==> src/rtl/uart_pkg.sv <==
// Shared UART definitions: FSM state encodings, oversampling constants and
// default frame geometry, common to the receiver and transmitter.
package uart_pkg;

    localparam logic [2:0] ST_IDLE   = 3'd0;
    localparam logic [2:0] ST_START  = 3'd1;
    localparam logic [2:0] ST_DATA   = 3'd2;
    localparam logic [2:0] ST_PARITY = 3'd3;
    localparam logic [2:0] ST_STOP   = 3'd4;

    localparam int MID_TICK    = 7;
    localparam int BIT_TICKS   = 16;
    localparam int DEF_DBIT    = 8;
    localparam int DEF_SB_TICK = 16;

endpackage

==> src/rtl/sync_2ff.sv <==
// Two-flop synchronizer for a single asynchronous input; the reset value
// is a parameter so idle-high and idle-low lines both start out quiet.
module sync_2ff #(
    parameter logic RST_VAL = 1'b1
) (
    input  logic clk,
    input  logic rst_n,
    input  logic d_i,
    output logic q_o
);

    logic [1:0] sync_q;

    // NOTE: sequential state uses non-blocking assignments so every flop samples pre-edge values.
    always_ff @(posedge clk or negedge rst_n) begin
        if (!rst_n) begin
            sync_q <= {2{RST_VAL}};
        end else begin
            sync_q <= {sync_q[0], d_i};
        end
    end

    assign q_o = sync_q[1];

endmodule

==> src/rtl/uart_rx.sv <==
// UART receiver: 16x oversampled, mid-bit sampling, optional even parity,
// registered data word with parity/framing flags and a one-cycle done strobe.
module uart_rx
    import uart_pkg::*;
#(
    parameter int DBIT      = DEF_DBIT,
    parameter int SB_TICK   = DEF_SB_TICK,
    parameter bit PARITY_EN = 1'b1
) (
    input  logic            clk,
    input  logic            reset,
    input  logic            s_tick,
    input  logic            rx,
    output logic [DBIT-1:0] dout,
    output logic            rx_done_tick,
    output logic            parity_err,
    output logic            frame_err
);

    localparam int SW = ($clog2(SB_TICK) > 4) ? $clog2(SB_TICK) : 4;
    localparam int NW = (DBIT > 1) ? $clog2(DBIT) : 1;

    localparam logic [SW-1:0] S_MID  = SW'(MID_TICK);
    localparam logic [SW-1:0] S_BIT  = SW'(BIT_TICKS - 1);
    localparam logic [SW-1:0] S_STOP = SW'(SB_TICK - 1);
    localparam logic [NW-1:0] N_LAST = NW'(DBIT - 1);

    logic            rx_s;
    logic [2:0]      state_q, state_d;
    logic [SW-1:0]   s_q, s_d;
    logic [NW-1:0]   n_q, n_d;
    logic [DBIT-1:0] b_q, b_d;
    logic            perr_q, perr_d;
    logic [DBIT-1:0] dout_q, dout_d;
    logic            parity_err_q, parity_err_d;
    logic            frame_err_q, frame_err_d;
    logic            done_q, done_d;

    sync_2ff #(.RST_VAL(1'b1)) u_sync (
        .clk   (clk),
        .rst_n (reset),
        .d_i   (rx),
        .q_o   (rx_s)
    );

    always_comb begin
        // NOTE: every output of this block gets a default first, so no path can infer a latch.
        state_d      = state_q;
        s_d          = s_q;
        n_d          = n_q;
        b_d          = b_q;
        perr_d       = perr_q;
        dout_d       = dout_q;
        parity_err_d = parity_err_q;
        frame_err_d  = frame_err_q;
        done_d       = 1'b0;

        case (state_q)
            ST_IDLE: begin
                if (!rx_s) begin
                    state_d = ST_START;
                    s_d     = '0;
                end
            end
            ST_START: begin
                if (s_tick) begin
                    if (s_q == S_MID) begin
                        s_d     = '0;
                        n_d     = '0;
                        state_d = rx_s ? ST_IDLE : ST_DATA;
                    end else begin
                        s_d = s_q + 1'b1;
                    end
                end
            end
            ST_DATA: begin
                if (s_tick) begin
                    if (s_q == S_BIT) begin
                        s_d = '0;
                        b_d = {rx_s, b_q[DBIT-1:1]};
                        if (n_q == N_LAST) begin
                            state_d = PARITY_EN ? ST_PARITY : ST_STOP;
                        end else begin
                            n_d = n_q + 1'b1;
                        end
                    end else begin
                        s_d = s_q + 1'b1;
                    end
                end
            end
            ST_PARITY: begin
                if (s_tick) begin
                    if (s_q == S_BIT) begin
                        s_d     = '0;
                        perr_d  = rx_s ^ (^b_q);
                        state_d = ST_STOP;
                    end else begin
                        s_d = s_q + 1'b1;
                    end
                end
            end
            ST_STOP: begin
                if (s_tick) begin
                    if (s_q == S_STOP) begin
                        // Frame is delivered even when flagged; downstream decides.
                        dout_d       = b_q;
                        parity_err_d = perr_q & PARITY_EN;
                        frame_err_d  = ~rx_s;
                        done_d       = 1'b1;
                        state_d      = ST_IDLE;
                        s_d          = '0;
                    end else begin
                        s_d = s_q + 1'b1;
                    end
                end
            end
            default: begin
                state_d = ST_IDLE;
                s_d     = '0;
                n_d     = '0;
            end
        endcase
    end

    always_ff @(posedge clk or negedge reset) begin
        if (!reset) begin
            state_q      <= ST_IDLE;
            s_q          <= '0;
            n_q          <= '0;
            b_q          <= '0;
            perr_q       <= 1'b0;
            dout_q       <= '0;
            parity_err_q <= 1'b0;
            frame_err_q  <= 1'b0;
            done_q       <= 1'b0;
        end else begin
            state_q      <= state_d;
            s_q          <= s_d;
            n_q          <= n_d;
            b_q          <= b_d;
            perr_q       <= perr_d;
            dout_q       <= dout_d;
            parity_err_q <= parity_err_d;
            frame_err_q  <= frame_err_d;
            done_q       <= done_d;
        end
    end

    assign dout         = dout_q;
    assign rx_done_tick = done_q;
    assign parity_err   = parity_err_q;
    assign frame_err    = frame_err_q;

endmodule

==> config.mk <==
export PLATFORM = sky130hd
export DESIGN_NAME = uart_rx
export DESIGN_NICKNAME = d
export VERILOG_FILES = /design/src/rtl/uart_pkg.sv /design/src/rtl/sync_2ff.sv /design/src/rtl/uart_rx.sv
export SDC_FILE = /design/constraint.sdc
export NUM_CORES = 1
export LEC_CHECK = 0
export ABC_AREA = 1
export CAP_MARGIN = 20
export CORE_ASPECT_RATIO = 1.4
export CORE_MARGIN = 4
export CORE_UTILIZATION = 25
export CTS_CLUSTER_SIZE = 40
export DETAILED_ROUTE_END_ITERATION = 10
export DONT_BUFFER_PORTS = 1
export GPL_TIMING_DRIVEN = 0
export PLACE_DENSITY = 0.4
export SLEW_MARGIN = 40
export SYNTH_ARGS = -nofsm -noshare
export SYNTH_HDL_FRONTEND = slang
export SYNTH_SLANG_ARGS = --single-unit
==> constraint.sdc <==
create_clock -name clk -period 1.5 [get_ports clk]
set_input_delay 0.45 -clock clk [delete_from_list [all_inputs] [get_ports clk]]
set_output_delay 0.45 -clock clk [all_outputs]
set_load 0.005 [all_outputs]
==> results_tabular.tex <==
\begin{tabular}{lr}
\hline
Metric & Value \\
\hline
\multicolumn{2}{l}{\textbf{Synth}} \\
Count of mapped cells out of synthesis & 196 \\
Leading area contributor after synthesis & dfrtp\_1 \\
Number of synthesized register bits & 32 \\
Number of enable flip-flop cells after synthesis & 0 \\
Post-Syn Nets & 203 \\
Warnings from Yosys & 0 \\
Area fraction of the dominant cell type after synthesis & a little under half \\
Syn Std Cell Area & 1640 um\^{}2 \\
Most common flop cell mapped by yosys & dfrtp\_1 \\
Seq/Total Area, Yosys & 48.9\% \\
Number of distinct library cell variants in the gate-level netlist after synthesis & 25 \\
Share of synthesized registers carrying an async set or reset & 100\% \\
Leading cell types by total area after synthesis & dfrtp\_1 (46\%), nand2\_1 (16\%), o21ai\_2 (4.3\%) \\
Average cell area after synthesis & 8.39 um\^{}2 \\
\multicolumn{2}{l}{\textbf{Worst setup path}} \\
Crit-path slowest cell & dfrtp\_1 \\
Arrival time at the worst endpoint & around 1700 ps \\
Largest driver fanout on the critical path & 5 \\
Delay of the slowest cell on the worst path & just over 400 ps \\
Launching point of the worst reg2reg path & s\_q[0]\$\_DFFE\_PN0P\_ \\
Critical path startpoint category & register \\
Kind of critical path & register to register \\
Most prevalent standard cell on the critical path & nand2\_4 \\
CP endpoint kind & register \\
Endpoint of the most critical register-to-register path & dout[3]\$\_DFFE\_PN0P\_ \\
Data required time at the worst endpoint & 1670 ps \\
Register-to-Register Setup Slack & -20 ps \\
Series of cell instances along the critical path & ha\_4 > nand2\_4 > inv\_4 > nand2\_4 > nor2\_4 > inv\_2 > nor2\_4 > clkinv\_4 > buf\_12 > nand2\_4 > o21ai\_2 \\
Worst Reg-to-Reg Cells & 11 \\
\multicolumn{2}{l}{\textbf{Status}} \\
Failing checks & negative setup slack \\
Status & finished with violations \\
\multicolumn{2}{l}{\textbf{Timing}} \\
Final number of max-transition violations & 0 \\
Final hold violation count & 0 \\
Actual transition at the worst max-transition pin & 283 ps \\
Shortest clock period the worst path allows after layout & $\sim$1500 ps \\
Tightest hold margin & between 150 and 200 ps \\
Fin crit share & 101\% \\
Final setup violation count & 11 \\
Final setup margin & -19.2 ps \\
Clock skew after layout & 7.79 ps \\
Setup TNS after final layout & -135 ps \\
Relative max-transition margin & 81.1\% \\
RSZ-0062 raised after global routing & true \\
Max Clk Rate & around 660 MHz \\
\multicolumn{2}{l}{\textbf{Power}} \\
Leakage power total & 1.06 nW \\
Post-layout power & between 2 and 3 mW \\
Power per cell area & 1200 nW/um\^{}2 \\
Worst voltage drop across the vdd grid & 0.541 mV \\
\multicolumn{2}{l}{\textbf{Drt}} \\
Wire length after detailed routing & 3.87 mm \\
DRC marker count from the first detailed-route iteration & 54 \\
Number of vias in the routed layout & around 1.3k \\
Post-DR vias/cell & 4.50 \\
ANT nets after route & 0 \\
1st-pass router iterations & 2 \\
Detailed-route wire length per cell & 12.9 um \\
Residual DRC & 0 \\
\multicolumn{2}{l}{\textbf{Global route}} \\
Overflow left after global routing & 0 \\
Largest net degree at the start of global routing & 33 \\
Combined global-route utilization of all metal layers & approximately a tenth \\
Number of global-route vias before repair & roughly 1.4k \\
Antenna violations before repair & 0 \\
First-pass GRT wire length & 6.80 mm \\
\multicolumn{2}{l}{\textbf{CTS}} \\
Clock buffer count from CTS & 5 \\
Clock sinks & 32 \\
Clock input transition at the sequential cells of the worst setup and hold paths & around 70 ps \\
CTS tree & done \\
Clock root buffer & clkbuf\_8 \\
Max Root-Sink Buffers & 2 \\
\# H-tree levels & 2 \\
Clock latency of the later-clocked register in the worst-skew pair & 280 ps \\
\multicolumn{2}{l}{\textbf{Final layout}} \\
Final-stage net count & about 230 \\
Final design utilization & 36.0\% \\
Proportion of layout cells with a drive suffix above 1 & 42.3\% \\
Area grow syn2layout & 37.8\% \\
Diode insertion count for antenna repair & 0 \\
\multicolumn{2}{l}{\textbf{Placed design}} \\
Pre-CTS setup slack & -161 ps \\
Detailed placer's ending HPWL & approximately 2.6 mm \\
Final weighted congestion of routability-driven global placement & $\sim$0.73 \\
Total of buffers placed on input and output ports & 0 \\
\multicolumn{2}{l}{\textbf{Floorplan}} \\
Total Die Area & 7960 um\^{}2 \\
Horizontal die dimension & 76.5 um \\
Starting utilization of the core area & 26.1\% \\
Standard-cell rows & 34 \\
Io pins & 15 \\
Die extent in y & 104 um \\
Area inside the core boundary & 6300 um\^{}2 \\
\multicolumn{2}{l}{\textbf{Hold path}} \\
Capture endpoint of the worst hold path & u\_sync.sync\_q[0]\$\_DFF\_PN1\_ \\
Worst Hold Depth & 0 \\
Startpoint of the most critical hold path & rx \\
Path category of the worst min-delay check & primary input to register \\
\multicolumn{2}{l}{\textbf{Run}} \\
Maxcap violations & 0 \\
\hline
\end{tabular}
## cell usage after synthesis (all sizes together), types with 2 or more instances
cell type,instances
dfstp,2
nand4,5
nand3,14
ha,3
a21oi,3
o21ai,24
inv,22
buf,2
nand2,78
nor2,9
dfrtp,30
## how the worst max path moves through the flow
stage | startpoint | end | slack, ps
CTS | s_q[1]$_DFFE_PN0P_ | dout[0]$_DFFE_PN0P_ | -60
global placement | s_q[0]$_DFFE_PN0P_ | dout[0]$_DFFE_PN0P_ | -170
global route | n_q[0]$_DFFE_PN0P_ | n_q[2]$_DFFE_PN0P_ | -130
finish | s_q[0]$_DFFE_PN0P_ | dout[3]$_DFFE_PN0P_ | -20
floorplan | n_q[0]$_DFFE_PN0P_ | n_q[0]$_DFFE_PN0P_ | 60
detailed placement | s_q[0]$_DFFE_PN0P_ | dout[0]$_DFFE_PN0P_ | -160
## stage by stage
stage                     cell area (um^2)  cells
after floorplan                       1640    196
after global placement                1730    268
after detailed placement              1730    268
after CTS                             2080    292
after global routing                  2270    299
final                                 2270    299
## flip-flops by register name, indices dropped and copies added, names as in the netlist
| name | cells |
|---|---|
| s_q | 4 |
| rx_done_tick | 1 |
| state_q | 3 |
| frame_err | 1 |
| b_q | 8 |
| n_q | 3 |
| dout | 8 |
| u_sync.sync_q | 2 |
| parity_err | 1 |
| perr_q | 1 |
## cell families (layout without fill, tap and decap cells)
logic type               count (synthesis)  count (layout)  synth area share [%]
AO/OA/AOI/OAI                           27              27                  10.0
XOR/XNOR                                 1               1                 0.533
adder cells (fa/ha/maj)                  3               3                  2.28
buffers and inverters                   25              56                  6.47
flip-flops                              32              32                  48.9
AND/OR/NAND/NOR                        108             108                  31.8
## routing by layer
metal  vias to the layer above  part of all wire (%)  routed length, um  GRT usage [%]
met1                       642                    40               1560           12.3
met5                         -                     0                  0              0
met3                         5                   2.5                 98           2.43
li1                        686                     -                  -              -
met2                        12                    56               2150           18.9
met4                         0                   1.5                 59           3.89
## report_power, final
group / internal, mW / switching [mW]
clock: 0.493 / 0.323
combinational: 0.325 / 0.508
sequential: 0.959 / 0.120
## critical path, delay by kind of cell, from the launching register on
family          cells  cell delay (ps)
fa+ha+maj           1              170
compound gates      1               40
buf+inv             4              400
simple gates        5              380
flops               1              410
## area by class of cell
type,count,area (um^2)
multi-input cells,139,896
well taps,72,90.1
clock inverters,2,35.0
flip-flops and latches,32,805
fillers,670,4030
plain buffers,2,31.3
inverters,23,93.8
clock buffers,6,72.6
repair buffers,23,243
## cell usage in the layout (no fill, tap or decap), drive strengths merged
master,n
a21oi,3
buf,24
bufinv,1
clkbuf,6
clkinv,2
dfrtp,30
dfstp,2
dlygate4sd3,1
ha,3
inv,22
nand2,78
nand3,14
nand4,5
nor2,9
nor3,1
o21ai,24
or2,1
xor2,1
## repair_timing
item / in CTS / in global routing
setup buffers: 13 / 7
pin swaps: 8 / 12
endpoints found under the setup margin: 24 / 29
hold endpoints to repair: 32 / 0
gates resized for setup: 21 / 46
hold buffers: 2 / 0
gates cloned: 1 / 1
No activity file was read; power rests on OpenSTA's default activity.
